[src/rtl/kwta_gamma.sv]
// kwta_gamma: clocked k-winners-take-all over NUM_INPUTS spike lines with
// a free-running gamma-cycle timer. The first K spike edges of each gamma
// cycle (lowest index wins ties) produce a fixed-width output pulse. Each
// line may compete at most once per gamma cycle. The timer wrap clears all
// per-cycle state and truncates in-flight pulses.
//
// There is no valid/ready handshake. The block samples input_spikes on every
// rising clock edge and presents registered outputs on every clock.
module kwta_gamma #(
  parameter int NUM_INPUTS        = 8,
  parameter int K                 = 3,
  parameter int GAMMA_CYCLE_WIDTH = 16,
  parameter int PULSE_WIDTH       = 8,
  parameter int FALLING_EDGE      = 0,
  localparam int WCW = $clog2(K + 1),
  localparam int GPW = $clog2(GAMMA_CYCLE_WIDTH)
) (
  input  logic                  clk,
  input  logic                  rst,
  input  logic [NUM_INPUTS-1:0] input_spikes,
  output logic [NUM_INPUTS-1:0] output_spikes,
  output logic [WCW-1:0]        win_count,
  output logic [GPW-1:0]        gamma_pos,
  output logic                  gamma_start
);

  localparam int CW = $clog2(PULSE_WIDTH + 1);
  localparam logic [NUM_INPUTS-1:0] IDLE = (FALLING_EDGE != 0) ? '1 : '0;

  logic [NUM_INPUTS-1:0] prev;
  logic [NUM_INPUTS-1:0] fired;
  logic [CW-1:0]         cnt [NUM_INPUTS];

  logic                  wrap;
  logic [NUM_INPUTS-1:0] fired_base;
  logic [WCW-1:0]        wc_base;
  logic [NUM_INPUTS-1:0] ev;
  logic [NUM_INPUTS-1:0] cand;
  logic [NUM_INPUTS-1:0] grant;
  logic [WCW-1:0]        wc_next;
  logic [NUM_INPUTS-1:0] fired_next;
  logic [GPW-1:0]        pos_next;
  logic [CW-1:0]         cnt_next [NUM_INPUTS];
  logic [NUM_INPUTS-1:0] out_next;

  // Next-state logic. The wrap edge behaves as if per-cycle state were
  // already clear, so an edge sampled on the wrap competes in the new cycle.
  always_comb begin
    wrap       = (gamma_pos == GPW'(GAMMA_CYCLE_WIDTH - 1));
    pos_next   = wrap ? '0 : gamma_pos + GPW'(1);
    fired_base = wrap ? '0 : fired;
    wc_base    = wrap ? '0 : win_count;
    // Changed from the previous sample and now at the active level.
    ev         = (input_spikes ^ prev) & (input_spikes ^ IDLE);
    cand       = ev & ~fired_base;
    fired_next = fired_base | cand;
    grant      = '0;
    wc_next    = wc_base;
    for (int i = 0; i < NUM_INPUTS; i++) begin
      if (cand[i] && (wc_next < WCW'(K))) begin
        grant[i] = 1'b1;
        wc_next  = wc_next + WCW'(1);
      end
    end
    for (int i = 0; i < NUM_INPUTS; i++) begin
      if (grant[i]) begin
        cnt_next[i] = CW'(PULSE_WIDTH);
      end else if (wrap || (cnt[i] == '0)) begin
        cnt_next[i] = '0;
      end else begin
        cnt_next[i] = cnt[i] - CW'(1);
      end
      out_next[i] = (cnt_next[i] != '0) ^ IDLE[i];
    end
  end

  // State and registered outputs.
  always_ff @(posedge clk) begin
    if (rst) begin
      gamma_pos     <= '0;
      gamma_start   <= 1'b1;
      win_count     <= '0;
      fired         <= '0;
      prev          <= IDLE;
      output_spikes <= IDLE;
      for (int i = 0; i < NUM_INPUTS; i++) cnt[i] <= '0;
    end else begin
      gamma_pos     <= pos_next;
      gamma_start   <= (pos_next == '0);
      win_count     <= wc_next;
      fired         <= fired_next;
      prev          <= input_spikes;
      output_spikes <= out_next;
      for (int i = 0; i < NUM_INPUTS; i++) cnt[i] <= cnt_next[i];
    end
  end

endmodule

[config.mk]
export PLATFORM = sky130hd
export DESIGN_NAME = kwta_gamma
export DESIGN_NICKNAME = d
export VERILOG_FILES = /design/src/rtl/kwta_gamma.sv
export SDC_FILE = /design/constraint.sdc
export NUM_CORES = 1
export LEC_CHECK = 0
export CAP_MARGIN = 20
export CELL_PAD_IN_SITES_DETAIL_PLACEMENT = 1
export CELL_PAD_IN_SITES_GLOBAL_PLACEMENT = 2
export CORE_UTILIZATION = 30
export CTS_BUF_LIST = sky130_fd_sc_hd__clkbuf_16
export CTS_CLUSTER_DIAMETER = 50
export DETAILED_ROUTE_END_ITERATION = 6
export MAX_ROUTING_LAYER = met4
export PLACE_DENSITY = 0.81
export SYNTH_ARGS = -nofsm -noshare
export SYNTH_HDL_FRONTEND = slang
export SYNTH_SLANG_ARGS = --single-unit
[constraint.sdc]
create_clock -name clk -period 3.4 [get_ports clk]
set_input_delay 0.34 -clock clk [delete_from_list [all_inputs] [get_ports clk]]
set_output_delay 0.34 -clock clk [all_outputs]
set_load 0.03 [all_outputs]
==> results of run 1 <==
-- per-layer routing --
metal / vias to the layer above / share of wire [%]
met1: 1384 / 46
met3: 15 / 1.9
met5: - / 0
met2: 27 / 50
li1: 1448 / -
met4: 0 / 2.4
-- cell type report --
type,instances,area (um2),area share (%)
Multi-Input combinational cell,270,1974,44.34
Sequential cell,63,1272,28.58
Timing Repair Buffer,84,700.7,15.73
Clock buffer,9,225.2,5.058
Tap cell,133,166.4,3.737
Inverter,24,90.09,2.023
Clock inverter,6,23.77,0.5339
-- synthesized netlist by cell type (2+ instances only) --
| master | number | area share, % |
|---|---|---|
| a21oi_2 | 6 | 1.7 |
| or3_1 | 7 | 1.4 |
| and3_1 | 3 | 0.61 |
| mux2_2 | 2 | 0.73 |
| and2_1 | 3 | 0.61 |
| xnor2_1 | 3 | 0.85 |
| nor4_1 | 3 | 0.61 |
| nor2b_1 | 13 | 2.6 |
| a211oi_1 | 2 | 0.49 |
| nand2b_1 | 15 | 3.0 |
| or2_2 | 3 | 0.61 |
| dfxtp_1 | 63 | 41 |
| a31oi_1 | 2 | 0.41 |
| nor3_2 | 3 | 0.98 |
| nand2_1 | 33 | 4.0 |
| o21ai_0 | 15 | 2.4 |
| o31ai_1 | 2 | 0.49 |
| nand3b_1 | 2 | 0.49 |
| nor2_1 | 35 | 4.3 |
| xor2_1 | 6 | 1.7 |
| nor3_1 | 20 | 3.3 |
| a21o_1 | 6 | 1.5 |
| ha_1 | 17 | 6.9 |
| inv_1 | 24 | 2.9 |
| clkbuf_1 | 6 | 0.73 |
| nand4_1 | 3 | 0.61 |
| nor3b_1 | 2 | 0.49 |
| a21oi_1 | 36 | 5.9 |
| o21ai_1 | 3 | 0.49 |
-- critical path, cell delays in order, from the launching register on --
cell and delay, ns:
dfxtp_4 0.35, ha_4 0.17, nand3_4 0.11, buf_6 0.12, a21oi_4 0.07, buf_4 0.15
o221ai_2 0.19, o2111ai_2 0.21, or3_4 0.40, a21boi_4 0.19, nor3_2 0.07, ha_2 0.20
nor2_4 0.08, nand2_2 0.07, mux2_4 0.32, ha_4 0.17, a211oi_4 0.24, buf_4 0.17
nor2_2 0.03, a21o_1 0.16
-- cell families after synthesis --
group / after synthesis
AND/OR/NAND/NOR: 152
buffers and inverters: 32
AO/OA/AOI/OAI: 89
adder cells (fa/ha/maj): 18
XOR/XNOR: 9
multiplexers: 2
flip-flops: 63
-- path summary, 6_finish.rpt --
kind,from,endpoint,cells after the start
hold / removal,input_spikes[2],prev[2],2
hold reg to reg,cnt[0][12],cnt[0][12],1
setup / recovery,gamma_pos[1],win_count[1],19
setup reg to reg,gamma_pos[1],win_count[1],19
-- where the power goes --
| part | internal, W | switching, W |
|---|---|---|
| combinational | 0.000885 | 0.00100 |
| sequential | 0.000966 | 0.000150 |
| clock | 0.000473 | 0.000304 |
-- timing repair --
action | in CTS | in global routing
pin swaps | 10 | 8
gates resized for setup | 19 | 23
cloned | 0 | 0
setup endpoints to repair | 7 | 7
setup buffers | 7 | 7
-- metrics by stage --
stage | power, W | setup TNS (ns) | hold slack (ns)
after global routing | 0.004085 | -1.748 | 0.3966
after CTS | 0.003689 | -0.1623 | 0.3710
after global placement | 0.002723 | -2.630 | 0.4319
after floorplan | 0.002243 | -0.04009 | 0.4134
final | 0.003779 | -0.5626 | 0.3726
after detailed placement | 0.002801 | -3.387 | 0.4395
-- registers in the layout (all words and copies together), names as in the netlist --
name / count
output_spikes: 8
fired: 8
win_count: 2
prev: 8
cnt: 32
gamma_start: 1
gamma_pos: 4
==> flow_summary.json, run 1 <==
{
  "gr-usage-met1_pct": 18.82,
  "cp-end-kind": "flip-flop",
  "syn-cell-area_um2": 3079,
  "ys_ff_latch": 63,
  "drtAntennaViolNets": 0,
  "postCtsHoldBufs": 0,
  "nets": 479,
  "finalCritPeriodShare_pct": 106.3,
  "finalClockSkew_ns": 0.006627,
  "setup_slack_ns": -0.2152,
  "start_util_pct": 31.22,
  "grt_usage_pct": 16.80,
  "stdcell_area_um2": 4453,
  "placed_area_um2": 3871,
  "max_freq_ghz": 0.2766,
  "crit_type": "flip-flop to flip-flop",
  "setup_viol": 7,
  "cts_buffers": 9,
  "drcViolationCount": 0,
  "maxCapViolCount": 0,
  "synthAdderAreaFrac_pct": 7.233,
  "min_path_type": "input port to flip-flop",
  "synth_top_family_by_area": "simple AND/OR/NAND/NOR gates",
  "final_cell_mix": "dfxtp_1 (58), buf_4 (58), a21oi_1 (33), nor2_1 (31), nand2_1 (30)",
  "filler_cell_count": 1139,
  "use_met2_pct": 28.72,
  "ys_warn_count": 0,
  "worst_slew_pin_slew_ns": 0.6451,
  "syn_inst": 365,
  "fp.coreArea_um2": 9864,
  "yosys.area_share.simple_pct": 25.56,
  "syn_avg_cell_area_um2": 8.436,
  "final_cells": 589,
  "violations": "negative setup slack",
  "r2r_setup_slack_ns": -0.22,
  "worstSetupStartpointType": "flip-flop",
  "synthArstFlopShare_pct": 0,
  "routed-via-count": 2874,
  "seq_area_frac_synth_pct": 40.96,
  "die_height_um": 103.3,
  "slew_headroom_pct": 56.84,
  "final_util_pct": 45.14,
  "period_minus_slack_ns": 3.615,
  "grt_busiest_layer": "met2",
  "wl_per_cell_um": 14.09,
  "synth_compound_area_share_pct": 18.81,
  "rows": 36,
  "clk_pin_slew_ns": 0.05,
  "grt_overflow": 0,
  "synth-xor-area-share_pct": 2.560,
  "synth-edff-count": 0,
  "place_hpwl_mm": 5.665,
  "grt_max_degree": 42,
  "htree_levels": 3,
  "cellPowerDensity_nw_per_um2": 848.5,
  "io_buffer_count": 24,
  "clockBufferDepth": 2,
  "antenna_found_initial": 0,
  "dp.cells": 560,
  "initialDrtViolationCount": 77,
  "synthFlopType": "dfxtp_1",
  "grt_pass1_vias": 2850,
  "die_w_um": 103.3,
  "total_leakage_power_nw": 1.860,
  "arrival_ns": 3.84,
  "syn-num-nets": 392,
  "drtPass1Iterations": 4,
  "gr-usage-met3_pct": 4.099,
  "ys_types": 56,
  "cts_tree": "built",
  "die_area_um2": 10670,
  "hold_viol_final": 0,
  "area_delta_synth_final_pct": 44.62,
  "grt_pass1_wl_mm": 13.25,
  "viasPerCell": 4.879,
  "dp_slack_ns": -0.5478,
  "num_antenna_cells": 0,
  "final-max-slew-violation-count": 0,
  "vdd_drop_max_v": 0.0003097,
  "crit_fanout": 7,
  "cts-root-buf": "clkbuf_16",
  "cts_sinks": 63,
  "io_pins": 25,
  "muxShareOfSynthArea_pct": 0.7314,
  "outcome": "complete, but fails checks",
  "wl_mm": 8.297,
  "place_congestion": 0.7991,
  "drive_above_1_share_pct": 28.51,
  "worstPathRequired_ns": 3.62,
  "clk_latency_ns": 0.34,
  "rsz0062_at_grt": "true"
}
No activity file was read; power rests on OpenSTA's default activity.
==> run 2: changes to the inputs <==
HOLD_SLACK_MARGIN = 0.1   (was not set)
==> results of run 2 <==
Final layout, timing and power as in run 1 (identical DEF).
==> run 3: changes to the inputs <==
REMOVE_ABC_BUFFERS = 1   (was not set)
==> run 3 against run 2 <==
Net effect:
- the run still ends with negative setup slack left
- clock-buffer cell count stayed put
- sequential power hardly changed
- first-iteration DRC count is 12% lower
- clock power is 12% higher
- sequential share of layout area is 0.68 points higher
- critical path depth is 1 lower
- wire length is 3.2% higher
- cell area is 2.8% lower
- die area stayed put
- total power is 0.41% lower
==> flow_summary.json, run 3 (same netlist as run 1, synthesis figures left out) <==
{
  "final_cell_mix": "dfxtp_1 (59), buf_4 (55), a21oi_1 (34), nor2_1 (33), nand2_1 (31)",
  "grt_pass1_wl_mm": 14.14,
  "grt_max_degree": 38,
  "filler_cell_count": 1155,
  "worst_slew_pin_slew_ns": 0.7114,
  "drive_above_1_share_pct": 25.17,
  "io_pins": 25,
  "cts_tree": "built",
  "rows": 36,
  "final-max-slew-violation-count": 0,
  "place_hpwl_mm": 5.931,
  "postCtsHoldBufs": 0,
  "initialDrtViolationCount": 68,
  "hold_viol_final": 0,
  "die_w_um": 103.3,
  "die_height_um": 103.3,
  "setup_viol": 6,
  "cellPowerDensity_nw_per_um2": 869.5,
  "regMostFlops": "cnt",
  "grt_usage_pct": 17.99,
  "clk_pin_slew_ns": 0.06,
  "place_congestion": 0.8271,
  "antenna_found_initial": 0,
  "nets": 475,
  "crit_fanout": 5,
  "worstSetupStartpointType": "flip-flop",
  "cts-root-buf": "clkbuf_16",
  "drtAntennaViolNets": 0,
  "cp_slowest_stage_delay_ns": 0.39,
  "max_freq_ghz": 0.2768,
  "multi_input_area_um2": 1872,
  "crit_type": "flip-flop to flip-flop",
  "period_minus_slack_ns": 3.613,
  "largest_reg_flops": 32,
  "htree_levels": 3,
  "start_util_pct": 31.22,
  "maxCapViolCount": 0,
  "rsz0062_at_grt": "true",
  "cp_slowest_cell": "or3_4",
  "drtPass1Iterations": 4,
  "die_area_um2": 10670,
  "dp_slack_ns": -0.6221,
  "min_path_type": "flip-flop to flip-flop",
  "wl_mm": 8.566,
  "outcome": "complete, but fails checks",
  "cts_sinks": 63,
  "clockBufferDepth": 2,
  "worstPathRequired_ns": 3.66,
  "path_cells": "ha_4, and3_4, nor2_2, a221o_1, a21o_1, or3_4, a21boi_4, nor3_2, ha_2, nor2_2, nand2_2, mux2_4, ha_4, nor2_1, nand2_2, nor3_1, o31ai_1, nand4_1",
  "grt_overflow": 0,
  "routed-via-count": 2865,
  "setup_slack_ns": -0.2130,
  "vdd_drop_max_v": 0.0002851,
  "num_antenna_cells": 0,
  "wl_per_cell_um": 14.62,
  "violations": "negative setup slack",
  "slew_headroom_pct": 51.97,
  "cp-end-kind": "flip-flop",
  "total_leakage_power_nw": 1.815,
  "cts_buffers": 9,
  "fp.coreArea_um2": 9864,
  "io_buffer_count": 24,
  "area_delta_synth_final_pct": 40.55,
  "finalClockSkew_ns": 0.007181,
  "final_common_cell": "dfxtp_1",
  "regArea_um2": 1266,
  "drcViolationCount": 0,
  "viasPerCell": 4.889,
  "fin_tns_setup_ns": -0.6554,
  "clk_latency_ns": 0.33,
  "power_w": 0.003763,
  "grt_pass1_vias": 3060,
  "finalCritPeriodShare_pct": 106.3,
  "arrival_ns": 3.88
}
[run 3: changes by cell type in the layout (fill, tap and decap cells not counted), moves of 2 or more]
| cell | before | now |
|---|---|---|
| nor3_4 | 4 | 0 |
| nor3_1 | 13 | 17 |
| inv_1 | 27 | 25 |
| dfxtp_4 | 2 | 0 |
| nand2_4 | 2 | 0 |
| nand2b_4 | 2 | 0 |
| buf_4 | 58 | 55 |
| nor2_1 | 31 | 33 |
[run 3: stage by stage]
step	hold slack (ns)	area, um2	cells	utilization, %
after global routing	0.4774	4328	586	43.87
after floorplan	0.4091	3042	357	-
after CTS	0.4549	4282	585	43.40
after detailed placement	0.4479	3816	563	38.69
final	0.4505	4328	586	43.87
after global placement	0.4310	3816	563	38.69
[run 3: final cells by class]
cell class / instances / area share (%)
inverters: 24 / 2.082
multi-input cells: 271 / 43.25
clock buffers: 9 / 5.204
repair buffers: 79 / 15.09
clock inverters: 7 / 1.272
well taps: 133 / 3.845
flip-flops and latches: 63 / 29.26
[run 3: routing by layer]
metal  vias up  GRT usage [%]  wire [um]
met5         -              -          0
met4         0          7.151        174
met3        12          4.032        381
met2        42          30.15       4261
met1      1371          20.91       3748
li1       1440              -          -
[run 3: worst paths after layout]
check,start,to,slack [ns],depth (start not counted)
min,cnt[0][12],cnt[0][12],0.45,1
max,gamma_pos[0],win_count[0],-0.21,18
min reg2reg,cnt[0][12],cnt[0][12],0.45,1
max reg2reg,gamma_pos[0],win_count[0],-0.21,18
[run 3: critical path: cells and delay by family, from the launching register on]
family                     cells  cell delay, ns
DFF                            1            0.35
AOI/OAI and AO/OA              4            0.86
and+or+nand+nor               10            1.45
adders and majority gates      3            0.54
muxes                          1            0.32
[run 3: power breakdown]
part           switching, W  total [W]  internal [W]
combinational      0.000948    0.00178      0.000829
clock              0.000315   0.000869      0.000554
sequential         0.000153    0.00112      0.000964
total               0.00142    0.00376       0.00235
[run 3: what timing repair did]
| item | CTS | global route |
|---|---|---|
| cloned | 1 | 0 |
| setup buffers | 5 | 1 |
| resized for setup | 26 | 9 |
| pin swaps | 17 | 11 |
| setup endpoints to repair | 7 | 7 |
